[config.mk]
export PLATFORM = sky130hd
export DESIGN_NAME = mcdf_ctrl_regs
export DESIGN_NICKNAME = d
export VERILOG_FILES = /design/src/rtl/mcdf_ctrl_regs.sv
export SDC_FILE = /design/constraint.sdc
export NUM_CORES = 1
export LEC_CHECK = 0
export BUFFER_PORTS_ARGS = -buffer_cell sky130_fd_sc_hd__buf_2
export CAP_MARGIN = 0
export CORE_MARGIN = 10
export CORE_UTILIZATION = 37
export DETAILED_ROUTE_END_ITERATION = 8
export PLACE_DENSITY = 0.76
export SLEW_MARGIN = 20
export SYNTH_ARGS = -nofsm -noshare
export SYNTH_HDL_FRONTEND = slang
export SYNTH_SLANG_ARGS = --single-unit
[constraint.sdc]
create_clock -name clk -period 1 [get_ports clk]
set_input_delay 0.2 -clock clk [delete_from_list [all_inputs] [get_ports clk]]
set_output_delay 0.2 -clock clk [all_outputs]
set_load 0.01 [all_outputs]
[src/rtl/mcdf_ctrl_regs.sv]
// MCDF control/status register block: per-channel enable/priority/length
// registers written over the cmd bus, plus read-only FIFO margin status.
module mcdf_ctrl_regs #(
    parameter int CHNL_NUM = 3,
    parameter int ADDR_W   = 8,
    parameter int DATA_W   = 32,
    parameter int MARGIN_W = 7
) (
    input  logic                         clk,
    input  logic                         rst,
    input  logic [1:0]                   cmd,
    input  logic [ADDR_W-1:0]            cmd_addr,
    input  logic [DATA_W-1:0]            cmd_data_w,
    output logic [DATA_W-1:0]            cmd_data_r,
    output logic                         cmd_err,
    input  logic [CHNL_NUM*MARGIN_W-1:0] slv_margin,
    output logic [CHNL_NUM-1:0]          chnl_en,
    output logic [2*CHNL_NUM-1:0]        prio,
    output logic [3*CHNL_NUM-1:0]        pkt_len
);

    localparam logic [1:0] CMD_WR  = 2'b01;
    localparam logic [1:0] CMD_RD  = 2'b10;
    localparam logic [1:0] CMD_RSV = 2'b11;
    localparam logic [5:0] CTRL_RST = 6'h07;

    logic [5:0]          ctrl [CHNL_NUM];
    logic [CHNL_NUM-1:0] ctrl_hit;
    logic [CHNL_NUM-1:0] stat_hit;
    logic [DATA_W-1:0]   rd_data;
    logic                err_nxt;

    // Exact-match decode; misaligned or out-of-range addresses hit nothing.
    always_comb begin
        ctrl_hit = '0;
        stat_hit = '0;
        rd_data  = '0;
        for (int i = 0; i < CHNL_NUM; i++) begin
            ctrl_hit[i] = (cmd_addr == ADDR_W'(4 * i));
            stat_hit[i] = (cmd_addr == ADDR_W'(16 + 4 * i));
            if (ctrl_hit[i])
                rd_data = rd_data | {{(DATA_W-6){1'b0}}, ctrl[i]};
            if (stat_hit[i])
                rd_data = rd_data | {{(DATA_W-MARGIN_W){1'b0}}, slv_margin[i*MARGIN_W +: MARGIN_W]};
        end
    end

    always_comb begin
        err_nxt = 1'b0;
        case (cmd)
            CMD_WR:  err_nxt = (ctrl_hit == '0);
            CMD_RD:  err_nxt = (ctrl_hit == '0) && (stat_hit == '0);
            CMD_RSV: err_nxt = 1'b1;
            default: err_nxt = 1'b0;
        endcase
    end

    always_ff @(posedge clk or posedge rst) begin
        if (rst) begin
            for (int i = 0; i < CHNL_NUM; i++)
                ctrl[i] <= CTRL_RST;
        end else if (cmd == CMD_WR) begin
            for (int i = 0; i < CHNL_NUM; i++)
                if (ctrl_hit[i])
                    ctrl[i] <= cmd_data_w[5:0];
        end
    end

    // Read data holds between reads; an unmapped read decodes to zero.
    always_ff @(posedge clk or posedge rst) begin
        if (rst) begin
            cmd_data_r <= '0;
            cmd_err    <= 1'b0;
        end else begin
            cmd_err <= err_nxt;
            if (cmd == CMD_RD)
                cmd_data_r <= rd_data;
        end
    end

    for (genvar g = 0; g < CHNL_NUM; g++) begin : g_out
        assign chnl_en[g]        = ctrl[g][0];
        assign prio[2*g +: 2]    = ctrl[g][2:1];
        assign pkt_len[3*g +: 3] = ctrl[g][5:3];
    end

endmodule
# --- Yosys cells after proc, flatten, opt, wreduce, memory -nomap -nowiden ---
# Cells that the tools add are included.
classes:
  bitwise_logic: 5
  reduce_logical: 7
  eq_ne: 8
  mux: 7
ops:
  columns: ["operator", "n"]
  rows:
  - ["32-bit two-way mux", 4]
  - ["32-bit by 6-bit OR with 32-bit output", 2]
  - ["32-bit by 7-bit OR with 32-bit output", 2]
  - ["8-bit by 5-bit == test with 1-bit output, second input constant", 3]
  - ["8-bit by 3-bit == test with 1-bit output, second input constant", 1]
  - ["8-bit by 4-bit == test with 1-bit output, second input constant", 1]
  - ["8-bit logical NOT", 1]
  - ["7-bit two-way mux", 1]
  - ["6-bit by 7-bit OR with 7-bit output", 1]
  - ["3-bit logical NOT", 2]
  - ["6-bit two-way mux", 1]
  - ["2-bit AND reduction", 3]
  - ["2-bit == test, second input constant", 2]
  - ["1-bit case mux with 3 select lines", 1]
  - ["2-bit by 1-bit == test with 1-bit output, second input constant", 1]
  - ["1-bit logical AND", 1]
word_totals:
  output_inout_bits: 51
  inputBits: 65
  regBits: 51

# --- Logic depth before layout (Yosys ltp) ---
# Gate-level depths: netlist of the first run.
depth:
  word_depth: 12
  mapped_depth: 6

# --- Worst setup path before layout of the first run ---
# OpenSTA, ideal clock, no wires.
synth_path:
  kind: "input-to-reg"
  from: "in cmd_addr[7]"
  to: "reg ctrl (netlist bit pkt_len[6])"
  path_stages: 4
  arrival_ns: 1.073
  setup_slack_ns: -0.198
  setup_ns: 0.125
  path_cell_list: "nor3_4 -> and4_4 -> nand2_4 -> mux2_4"
synth_between:
  elab_chain_cells: 2
synth_lines:
  columns: ["item", "line_no", "source"]
  rows:
  - ["start, declared", "12", "input logic [ADDR_W-1:0] cmd_addr,"]
  - ["8-bit by 4-bit == test with 1-bit output", "39", "ctrl_hit[i] = (cmd_addr == ADDR_W'(4 * i));"]
  - ["2-bit AND reduction (no source line)", null, null]
  - ["end signal, assigned by index", "65", "ctrl[i] <= cmd_data_w[5:0];"]
  - ["end, declared", "27", "logic [5:0] ctrl [CHNL_NUM];"]
# No other way between the ends.
# A chain may end at the register's enable or synchronous reset.

# --- Final worst setup path of the first run ---
layout_path:
  from: "reg ctrl (netlist bit prio[1])"
  to: "out prio[1]"
layout_lines:
  columns: ["item", "line_no", "source"]
  rows:
  - ["end, declared", "18", "output logic [2*CHNL_NUM-1:0] prio,"]
# No word-level cell between the ends.

==> results of run 1 <==
-- how the worst max path moves through the flow --
stage / startpoint / end / cells past startpoint
after global routing: prio[1] / prio[1] / 1
after CTS: prio[0] / prio[0] / 1
final: prio[1] / prio[1] / 1
after detailed placement: cmd_addr[5] / pkt_len[0] / 5
after floorplan: cmd_addr[5] / pkt_len[6] / 4
after global placement: cmd_addr[5] / pkt_len[0] / 5
-- placed cells by master, fill, tap and decap left out, types with 3 or more instances in the layout --
master	instances
buf_2	40
mux2_4	8
conb_1	25
buf_12	3
a32oi_1	5
buf_6	25
dfrtp_1	17
a22o_1	5
buf_4	35
clkbuf_8	3
nand2_1	13
o32ai_1	5
nor3_1	4
dfstp_2	9
o21ai_1	5
inv_1	6
mux2i_1	4
nor2_1	3
buf_8	3
mux2_2	11
-- metal layers --
metal,up-vias,wire length (um),global-route usage [%]
met3,12,596,5.43
met4,0,112,5.07
met2,89,3170,25.1
li1,730,-,-
met5,-,0,0
met1,791,2090,14.8
-- per-stage QoR --
stage                     instances  setup TNS [ps]  power, mW  setup slack, ps  area, um2
after CTS                       310           -2450       2.43             -147       2520
final                           314           -2900       2.46             -181       2610
after global routing            313           -3930       2.56             -188       2610
after floorplan                 180           -3020       1.41             -186       1790
after detailed placement        292           -7540       1.58             -373       2180
after global placement          292           -6870       1.57             -323       2180
-- state kept, by name, indices dropped and copies added (netlist names) --
signal / flops
pkt_len: 9
cmd_data_r: 7
prio: 6
chnl_en: 3
cmd_err: 1
-- layout make-up --
cell class / count / area [um2] / share of cell area (%)
clock buffer: 4 / 66.3 / 2.54
tap: 52 / 65.1 / 2.49
multi-input combinational: 118 / 935 / 35.8
timing repair buffer: 107 / 860 / 32.9
inverter: 6 / 22.5 / 0.862
sequential: 26 / 662 / 25.3
antenna: 1 / 2.50 / 0.0958
-- power groups by stage --
stage | logic [mW] | registers (mW) | clock network [mW]
after detailed placement | 0.464 | 1.12 | 0
after CTS | 0.534 | 1.10 | 0.792
after global routing | 0.607 | 1.11 | 0.847
final | 0.568 | 1.11 | 0.787
after floorplan | 0.278 | 1.13 | 0
after global placement | 0.455 | 1.12 | 0
-- timing repair --
item                                    4_1_cts  5_1_grt
pin swaps                                     5        9
hold endpoints to repair                     17        0
buffers inserted                             13        3
gates resized for setup                      37       15
endpoints found under the setup margin       44       49
hold buffers                                  1        0
-- kinds of logic (layout without fill, tap and decap cells) --
| family | Yosys count | after routing | synth area share (%) |
|---|---|---|---|
| other | 1 | 26 | 0.223 |
| buffers and inverters | 36 | 117 | 14.7 |
| AND/OR/NAND/NOR | 38 | 38 | 14.5 |
| multiplexers | 25 | 25 | 17.7 |
| AO/OA/AOI/OAI | 30 | 30 | 13.5 |
| flip-flops | 26 | 26 | 39.4 |
==> metrics.md, run 1 <==
| Metric | Value |
|---|---|
| Outcome | complete, but fails checks |
| Violations in the final reports | negative setup slack |
| Number of iterations in the first detailed-routing pass | 4 |
| Leakage | approximately 1.3 nW |
| DR vias | approximately 1600 |
| Switch Pwr | 0.663 mW |
| Skew-Pair Late Insertion Delay | ~270 ps |
| Internal reg-to-reg setup slack | -170 ps |
| Final weighted congestion in routability-driven placement | 0.837 |
| Post-Syn Area | between 1500 and 2000 um2 |
| Count of warnings emitted by yosys | 0 |
| Critical Path End Type | output port |
| Placement Rows | 24 |
| Worst hold path startpoint | cmd_data_w[0] |
| Combinational power share | between 20% and 30% |
| Final setup violation count | 38 |
| Critical path class | flop to output port |
| Fill cells | 333 |
| DR WL/cell | around 19 um |
| Die outline area | between 7000 and 8000 um2 |
| Switching Fraction | a little over a quarter |
| Overall die width | around 87 um |
| Via-to-Cell Ratio | between 5 and 6 |
| Number of cells on the worst hold path | 2 |
| Max Fanout on Critical Path | 3 |
| Area Overhead vs Synth | 55.6% |
| Initial core utilization | around two fifths |
| Initial antenna violation count | 0 |
| Die height | 87.4 um |
| Clock tree root buffer cell | clkbuf_8 |
| Net count of the finished layout | about 330 |
| Most numerous cell in the Yosys netlist | buf_4 |
| Clock tree from TritonCTS | done |
| Share of the yosys chip area belonging to registers | about two fifths |
| Beginning of the worst register-to-register path | prio[4] |
| Worst hold margin | 190 ps |
| Crit path buffers/inverters | 1 |
| Placeable core region | between 4000 and 5000 um2 |
| Maximum number of pins on one net before global-route repair | 27 |
| DRC errors left | 0 |
| Slowest library cell on the worst path | dfstp_2 |
| Largest stage delay on the critical path | about 590 ps |
| Cell types with the highest counts after synthesis | buf_4, dfrtp_1, mux2_2, nand2_1, dfstp_2 |
| First-pass GRT wire length | 8740 um |
| Endpoint, Worst Hold | chnl_en[1] |
| Count of flip-flops with a built-in enable after synthesis | 0 |
| Share of post-route cells with drive strength above 1 | about three fifths |
| Gr ovfl total | 0 |
| CTS clock-pin slew for the worst setup and hold paths | around 100 ps |
| Power share of the sequential group | around 45% |
| Synth cell types | 34 |
| Kind of cell adding the most delay to the critical path | flip-flops |
| Worst hold-check path type | input pin to flop |
| I/O pins | roughly 120 |
| Maximum Capacitance Violations | 0 |
| Clock period minus final worst setup slack | approximately 1200 ps |
| Post-Synthesis Mean Instance Area | ~11 um2 |
| Clock buffer depth | 2 |
| Top-area cell type share of the netlist area | around 25% |
| Worst reg2reg path depth | 4 |
| Flop and latch count out of synthesis | 26 |
| Total count of hold-check failures in the final report | 0 |
| Worst vdd rail ir drop | slightly above 1000 uV |
| Remaining number of nets flagged by the antenna check after routing | 0 |
| Setup slack of the critical path after layout | -181 ps |
| Cells taking the most area after synthesis | dfrtp_1, dfstp_2, buf_4 |
| Number of max-slew violations in the final report | 0 |
| Part of the cycle the worst path needs | 118% |
| Placed wire-length estimate | just over 4000 um |
| Endpoint of the worst-slack reg-to-reg timing path | cmd_data_r[1] |
| Arrival time at the worst endpoint | slightly below 1000 ps |
| Kind of launch point of the worst setup path | flop |
| Util after Layout | about 60% |
| Count of clock tree sinks | 26 |
| Internal power contribution | about 1.8 mW |
| Number of buffers created by CTS | 3 |
| Critical Path RT | approximately 800 ps |
| Setup repair after global routing missed its margin | true |
| Power density over cell area | 943 nW/um2 |
| Total length of routed wires | about 6000 um |
| Number of DRC markers after the initial detailed-route iteration | 111 |
| Clk pwr share | 32.0% |
| Total routing usage reported by global routing | ~14% |
| Syn Inst Count | 156 |
| Achievable frequency | ~0.85 GHz |
| Clk_skew | about 4.3 ps |
| Synth area leader | dfrtp_1 |
| Post-synth ARST share | between 90% and 100% |
| Htree depth | 1 |
| Number of port buffers | 64 |
| Top_reg_cell synth | dfrtp_1 |
| Vias in the first global route | roughly 1700 |
| Critical Path, Cell by Cell | buf_6 |
(Power assumes the default switching activity.)
==> run 2, diff against run 1 <==
--- a/config.mk
+++ b/config.mk
@@ -5,10 +5,11 @@
 export SDC_FILE = /design/constraint.sdc
 export NUM_CORES = 1
 export LEC_CHECK = 0
+export ABC_AREA = 1
 export BUFFER_PORTS_ARGS = -buffer_cell sky130_fd_sc_hd__buf_2
 export CAP_MARGIN = 0
 export CORE_MARGIN = 10
-export CORE_UTILIZATION = 37
+export CORE_UTILIZATION = 38
 export DETAILED_ROUTE_END_ITERATION = 8
 export PLACE_DENSITY = 0.76
 export SLEW_MARGIN = 20
==> metrics.md, run 2 <==
| Metric | Value |
|---|---|
| Initial antenna violation count | 0 (unchanged) |
| Count of clock tree sinks | 26 (unchanged) |
| Net count of the finished layout | 401 (was 327) |
| Gr ovfl total | 0 (unchanged) |
| Worst hold path startpoint | cmd_data_w[2] (was cmd_data_w[0]) |
| Total routing usage reported by global routing | 14.0% (was 14.2%) |
| Worst hold-check path type | input pin to flop (unchanged) |
| Number of cells on the worst hold path | 3 (was 2) |
| Via-to-Cell Ratio | 4.64 (was 5.17) |
| Power density over cell area | 923 nW/um2 (was 943 nW/um2) |
| Placement Rows | 24 (unchanged) |
| Final setup violation count | 27 (was 38) |
| Most common library cell in the layout ignoring fill and taps | buf_2 (unchanged) |
| Total length of routed wires | 5770 um (was 5970 um) |
| Beginning of the worst register-to-register path | prio[3] (was prio[4]) |
| Ant diodes | 0 (was 1) |
| Leakage | 1.44 nW (was 1.35 nW) |
| Placed wire-length estimate | 4230 um (was 4070 um) |
| Cells taking the most area after synthesis | dfrtp_1, dfstp_2, buf_4 (unchanged) |
| Clock period minus final worst setup slack | 1160 ps (was 1180 ps) |
| Post-Place Cells | 358 (was 292) |
| Clk_skew | 7.96 ps (was 4.29 ps) |
| Post-Synth XOR/XNOR Area | 0% (unchanged) |
| Top-area cell type share of the netlist area | 23.9% (was 25.3%) |
| Worst setup path startpoint | prio[3] (was prio[1]) |
| Placement-stage worst setup slack | -247 ps (was -373 ps) |
| Max Fanout on Critical Path | 2 (was 3) |
| Remaining number of nets flagged by the antenna check after routing | 0 (unchanged) |
| Area Overhead vs Synth | 49.8% (was 55.6%) |
| Critical Path End Type | output port (unchanged) |
| Setup repair after global routing missed its margin | true (unchanged) |
| Endpoint of the worst-slack reg-to-reg timing path | cmd_data_r[2] (was cmd_data_r[1]) |
| DRC errors left | 0 (unchanged) |
| Endpoint, Worst Hold | prio[3] (was chnl_en[1]) |
| Critical path class | flop to output port (unchanged) |
| Post-synth ARST share | 100% (unchanged) |
| Post-Syn Area | 1780 um2 (was 1680 um2) |
| Clock tree root buffer cell | clkbuf_8 (unchanged) |
| Maximum Capacitance Violations | 0 (unchanged) |
| Top library cells by usage in the layout, fill and taps aside | buf_2, nand2_1, buf_4 (was buf_2, buf_4, conb_1, buf_6, dfrtp_1) |
| Synthesized-area fraction occupied by ao, oa, aoi and oai cells | 11.8% (was 13.5%) |
| Simple-gate share of the synthesized area | 31.6% (was 14.5%) |
| Number of port buffers | 64 (unchanged) |
| Setup slack of the critical path after layout | -161 ps (was -181 ps) |
| Kind of launch point of the worst setup path | flop (unchanged) |
| Syn Inst Count | 231 (was 156) |
| Top_reg_cell synth | dfrtp_1 (unchanged) |
| Achievable frequency | 0.861 GHz (was 0.846 GHz) |
| Vias in the first global route | 1828 (was 1713) |
| Violations in the final reports | negative setup slack (unchanged) |
| Largest stage delay on the critical path | 570 ps (was 590 ps) |
| Part of the cycle the worst path needs | 116% (was 118%) |
| Adder-Cell Fraction of Synth Area | 0% (unchanged) |
| Number of flip-flops in the largest register | 9 (unchanged) |
| Synth cell types | 22 (was 34) |
| Clock buffer depth | 2 (unchanged) |
| Post-Synthesis Mean Instance Area | 7.71 um2 (was 10.8 um2) |
| First-pass GRT wire length | 8690 um (was 8740 um) |
| Post-DP Area | 2270 um2 (was 2180 um2) |
| Count of flip-flops with a built-in enable after synthesis | 0 (unchanged) |
| Skew-Pair Late Insertion Delay | 280 ps (was 270 ps) |
| Die outline area | 7820 um2 (was 7630 um2) |
| Internal reg-to-reg setup slack | -100 ps (was -170 ps) |
| Overall die width | 88.5 um (was 87.4 um) |
| Htree depth | 1 (unchanged) |
| Final weighted congestion in routability-driven placement | 0.763 (was 0.837) |
| Area of the multi-input gates | 923 um2 (was 935 um2) |
| Worst reg2reg path depth | 5 (was 4) |
| Final std cell area, no fill | 2670 um2 (was 2610 um2) |
| Worst vdd rail ir drop | 653 uV (was 1010 uV) |
| Number of DRC markers after the initial detailed-route iteration | 54 (was 111) |
| Arrival time at the worst endpoint | 960 ps (was 980 ps) |
| DR WL/cell | 14.9 um (was 19.0 um) |
| Area of all sequential standard cells | 662 um2 (unchanged) |
| Final standard cell count with taps included and fillers excluded | 387 (was 314) |
| Multiplexer fraction of the synthesized cell area | 0% (was 17.7%) |
| DR vias | 1795 (was 1622) |
| Initial core utilization | 40.1% (was 38.3%) |
| Critical Path, Cell by Cell | buf_6 (unchanged) |
| Slowest library cell on the worst path | dfstp_2 (unchanged) |
| Clock tree from TritonCTS | done (unchanged) |
| Flop and latch count out of synthesis | 26 (unchanged) |
| Crit path buffers/inverters | 1 (unchanged) |
| Share of the yosys chip area belonging to registers | 37.2% (was 39.4%) |
| Count of warnings emitted by yosys | 0 (unchanged) |
| CTS clock-pin slew for the worst setup and hold paths | 100 ps (about the same) |
| Die height | 88.5 um (was 87.4 um) |
| Number of iterations in the first detailed-routing pass | 4 (unchanged) |
| Fill cells | 398 (was 333) |
| Most numerous cell in the Yosys netlist | nand2_1 (was buf_4) |
| Cell types with the highest counts after synthesis | nand2_1, nor2_1, nand3_1, buf_4, inv_1 (was buf_4, dfrtp_1, mux2_2, nand2_1, dfstp_2) |
| Maximum number of pins on one net before global-route repair | 27 (unchanged) |
| Placeable core region | 4440 um2 (was 4380 um2) |
| Share of post-route cells with drive strength above 1 | 50.4% (was 60.2%) |
| Synth area leader | dfrtp_1 (unchanged) |
| Util after Layout | 60.0% (was 59.6%) |
| Critical Path RT | 800 ps (about the same) |
| Number of max-slew violations in the final report | 0 (unchanged) |
| Total count of hold-check failures in the final report | 0 (unchanged) |
| Number of buffers created by CTS | 3 (unchanged) |
| Outcome | complete, but fails checks (unchanged) |
| Kind of cell adding the most delay to the critical path | flip-flops (unchanged) |
| Combinational family with the most area after synthesis | simple AND/OR/NAND/NOR gates (was multiplexers) |
| I/O pins | 116 (unchanged) |
## run 2: kinds of logic (layout without fill, tap and decap cells)
kind of cell	after synthesis	in the layout
simple gates	120	120
buf+inv	56	136
compound gates	28	28
flops	26	26
other cells	1	25
## run 2: cell type report
class,instances,area share [%]
multi-input combinational,173,34.6
timing repair buffer,108,32.6
clock buffer,4,2.06
tap,52,2.44
sequential,26,24.8
inverter,24,3.47
## run 2: worst register-to-register path: stages, from the launching register on
cell and delay, ps:
dfstp_2 570, buf_4 130, nand3_1 90, nand2_1 80
nor2_1 40, a21oi_1 130
## run 2: routing by layer
metal | vias to the layer above | global-route usage [%] | wire (um)
li1 | 891 | - | -
met1 | 823 | 15.6 | 2200
met2 | 71 | 24.2 | 2880
met3 | 10 | 4.78 | 591
met4 | 0 | 5.43 | 98
met5 | - | 0 | 0
## run 2: what timing repair did
item | in CTS | in global routing
endpoints found under the hold margin | 17 | 0
pin swaps | 2 | 16
hold buffers | 1 | 0
gates cloned | 0 | 0
endpoints found under the setup margin | 25 | 35
resized for setup | 11 | 18
setup buffers | 19 | 5
## run 2: per-stage QoR
| step | hold slack [ps] | TNS (ps) | power [mW] |
|---|---|---|---|
| after global placement | 238 | -3860 | 1.64 |
| after floorplan | 233 | -30.4 | 1.49 |
| after global routing | 214 | -2670 | 2.60 |
| after CTS | 213 | -1490 | 2.41 |
| final | 209 | -1670 | 2.46 |
| after detailed placement | 245 | -4760 | 1.66 |
## run 2: report_power, final
group          total, mW  internal (mW)  switching, mW  leakage [nW]
Combinational      0.599          0.283          0.317          1.10
Clock              0.715          0.353          0.361        0.0288
Sequential          1.15           1.11         0.0337         0.313
## run 2: how the worst max path moves through the flow
stage	depth (start not counted)	to	slack, ps
floorplan	7	pkt_len[2]	-8
global placement	7	pkt_len[0]	-220
detailed placement	7	pkt_len[0]	-250
CTS	1	prio[3]	-140
global route	1	prio[3]	-180
finish	1	prio[3]	-160
==> run 3, diff against run 2 <==
--- a/config.mk
+++ b/config.mk
@@ -9,10 +9,11 @@
 export BUFFER_PORTS_ARGS = -buffer_cell sky130_fd_sc_hd__buf_2
 export CAP_MARGIN = 0
 export CORE_MARGIN = 10
-export CORE_UTILIZATION = 38
+export CORE_UTILIZATION = 42
 export DETAILED_ROUTE_END_ITERATION = 8
-export PLACE_DENSITY = 0.76
+export PLACE_DENSITY = 0.8
 export SLEW_MARGIN = 20
 export SYNTH_ARGS = -nofsm -noshare
 export SYNTH_HDL_FRONTEND = slang
 export SYNTH_SLANG_ARGS = --single-unit
+export TNS_END_PERCENT = 10
==> constraint.sdc (replaced) <==
create_clock -name clk -period 1.2 [get_ports clk]
set_input_delay 0.24 -clock clk [delete_from_list [all_inputs] [get_ports clk]]
set_output_delay 0.24 -clock clk [all_outputs]
set_load 0.01 [all_outputs]
==> metrics.md, run 3 (synthesis gave the netlist of run 2 again) <==
| Metric | Value |
|---|---|
| Htree depth | 1 (unchanged) |
| Kind of cell adding the most delay to the critical path | flip-flops (unchanged) |
| Combinational power share | 18.8% (was 24.3%) |
| Area of the multi-input gates | 866 um2 (was 923 um2) |
| Switch Pwr | 0.552 mW (was 0.712 mW) |
| Worst vdd rail ir drop | 1010 uV (was 653 uV) |
| Slowest library cell on the worst path | dfstp_2 (unchanged) |
| Placed wire-length estimate | 4060 um (was 4230 um) |
| Initial core utilization | 43.9% (was 40.1%) |
| Critical Path End Type | output port (unchanged) |
| Kind of launch point of the worst setup path | flop (unchanged) |
| Total count of hold-check failures in the final report | 17 (was 0) |
| Skew-Pair Late Insertion Delay | 280 ps (about the same) |
| Critical Path, Cell by Cell | buf_6 (unchanged) |
| Hold_buf cts | 0 (was 1) |
| Top library cells by usage in the layout, fill and taps aside | buf_2, nand2_1, nor2_1 (was buf_2, nand2_1, buf_4) |
| Overall die width | 85.1 um (was 88.5 um) |
| Vias in the first global route | 1707 (was 1828) |
| Clk_skew | 1.92 ps (was 7.96 ps) |
| Worst hold-check path type | input pin to async pin (was input pin to flop) |
| Crit path buffers/inverters | 1 (unchanged) |
| Total length of routed wires | 4950 um (was 5770 um) |
| Share of post-route cells with drive strength above 1 | 42.1% (was 50.4%) |
| Placeable core region | 4060 um2 (was 4440 um2) |
| Critical Path RT | 960 ps (was 800 ps) |
| Worst Setup EP | prio[5] (was prio[3]) |
| Part of the cycle the worst path needs | 99.6% |
| Worst setup path startpoint | prio[5] (was prio[3]) |
| Maximum Capacitance Violations | 0 (unchanged) |
| Worst path depth | 1 (unchanged) |
| Gr ovfl total | 0 (unchanged) |
| Final weighted congestion in routability-driven placement | 0.775 (was 0.763) |
| Worst reg2reg path depth | 5 (unchanged) |
| DR WL/cell | 13.7 um (was 14.9 um) |
| Number of flip-flops in the largest register | 9 (unchanged) |
| Critical path class | flop to output port (unchanged) |
| Number of port buffers | 64 (unchanged) |
| Total routing usage reported by global routing | 13.5% (was 14.0%) |
| CTS clock-pin slew for the worst setup and hold paths | 90 ps (was 100 ps) |
| Power density over cell area | 893 nW/um2 (was 923 nW/um2) |
| Number of DRC markers after the initial detailed-route iteration | 92 (was 54) |
| Placement Rows | 23 (was 24) |
| Fill cells | 387 (was 398) |
| Internal reg-to-reg setup slack | 120 ps (was -100 ps) |
| Beginning of the worst register-to-register path | prio[3] (unchanged) |
| Worst hold margin | -7.49 ps (was 209 ps) |
| Max Fanout on Critical Path | 3 (was 2) |
| Number of max-slew violations in the final report | 0 (unchanged) |
| Outcome | complete, but fails checks (unchanged) |
| Setup repair after global routing missed its margin | true (unchanged) |
| Final standard cell count with taps included and fillers excluded | 361 (was 387) |
| Clock tree from TritonCTS | done (unchanged) |
| Maximum number of pins on one net before global-route repair | 27 (unchanged) |
| Die outline area | 7240 um2 (was 7820 um2) |
| Final setup violation count | 0 (was 27) |
| DR vias | 1648 (was 1795) |
| Number of buffers created by CTS | 3 (unchanged) |
| Post-Place Cells | 353 (was 358) |
| Most common library cell in the layout ignoring fill and taps | buf_2 (unchanged) |
| Via-to-Cell Ratio | 4.57 (was 4.64) |
| Ant diodes | 0 (unchanged) |
| Area Overhead vs Synth | 31.5% (was 49.8%) |
| Arrival time at the worst endpoint | 960 ps (about the same) |
| Count of clock tree sinks | 26 (unchanged) |
| Initial antenna violation count | 0 (unchanged) |
| Largest stage delay on the critical path | 570 ps (about the same) |
| Violations in the final reports | negative hold slack (was negative setup slack) |
| Net count of the finished layout | 377 (was 401) |
| Internal power contribution | 1.54 mW (was 1.75 mW) |
| Remaining number of nets flagged by the antenna check after routing | 0 (unchanged) |
| Clk pwr share | 35.4% (was 29.0%) |
| Clock buffer depth | 2 (unchanged) |
| Leakage | 1.30 nW (was 1.44 nW) |
| I/O pins | 116 (unchanged) |
| Achievable frequency | 0.836 GHz |
| First-pass GRT wire length | 8220 um (was 8690 um) |
| Clock period minus final worst setup slack | ~1200 ps |
| Switching Fraction | 26.4% (was 28.9%) |
| DRC errors left | 0 (unchanged) |
| Power share of the sequential group | 45.7% (was 46.6%) |
| Die height | 85.1 um (was 88.5 um) |
| Clock tree root buffer cell | clkbuf_8 (unchanged) |
| Area of all sequential standard cells | 662 um2 (unchanged) |
| Endpoint of the worst-slack reg-to-reg timing path | cmd_data_r[2] (unchanged) |
| Number of iterations in the first detailed-routing pass | 4 (unchanged) |
run 3: cell types whose count changed in the layout (fill, tap and decap cells not counted), moves of 2 or more:
cell     previous run  this run
nand3_2             8         2
buf_4              31        15
buf_2              48        55
nand3_1            22        28
nand2_1            43        46
nor2_2              4         1
nand2_2             8         6
nor2_1             28        32
buf_6              20         9
inv_1              20        22
buf_12              8         5
run 3: final cells by class:
| class | instances | area share (%) |
|---|---|---|
| Timing Repair Buffer | 84 | 25.2 |
| Clock inverter | 1 | 1.28 |
| Inverter | 24 | 3.85 |
| Multi-Input combinational cell | 173 | 37.0 |
| Sequential cell | 26 | 28.3 |
| Tap cell | 50 | 2.67 |
| Clock buffer | 3 | 1.76 |
run 3: repair_timing:
action,in CTS,in global routing
setup endpoints to repair,9,9
setup buffers,3,1
resized for setup,8,1
run 3: worst register-to-register path: stages (launching register included):
cell and delay [ps]:
dfstp_2 560, buf_4 110, nand3_1 80, nand2_1 100
nor2_1 40, a21oi_1 130
run 3: power groups by stage:
| stage | sequential (mW) | clock, mW | combinational [mW] |
|---|---|---|---|
| final | 0.957 | 0.741 | 0.393 |
| after global routing | 0.965 | 0.782 | 0.443 |
| after CTS | 0.957 | 0.748 | 0.392 |
| after detailed placement | 0.972 | 0 | 0.377 |
| after global placement | 0.970 | 0 | 0.371 |
| after floorplan | 0.993 | 0 | 0.241 |
run 3: how the worst min path moves through the flow:
stage,slack (ps),from,to,cells after the start
after floorplan,270,rst,cmd_data_r[0],1
after global placement,310,rst,cmd_data_r[6],3
after detailed placement,310,rst,cmd_data_r[0],3
after CTS,1,rst,cmd_data_r[6],3
after global routing,20,rst,cmd_data_r[4],3
final,-7,rst,cmd_data_r[0],3
run 3: layer usage:
layer	up-vias	part of all wire, %	track usage [%]
met5	-	0	0
met4	0	0.63	3.14
met3	4	9.0	5.07
met2	63	50	22.8
met1	742	40	15.6
li1	839	-	-
run 3: through the flow:
step / power (mW) / util (%) / area [um2] / setup WS, ps / TNS [ps]
5_1_grt: 2.19 / 57.7 / 2340 / -22.1 / -84.8
3_5_place_dp: 1.35 / 53.8 / 2180 / -60.4 / -671
6_report: 2.09 / 57.7 / 2340 / 4.36 / 0
4_1_cts: 2.10 / 57.4 / 2330 / 4.93 / 0
2_1_floorplan: 1.23 / - / 1870 / 118 / 0
3_3_place_gp: 1.34 / 53.8 / 2180 / -44.2 / -305
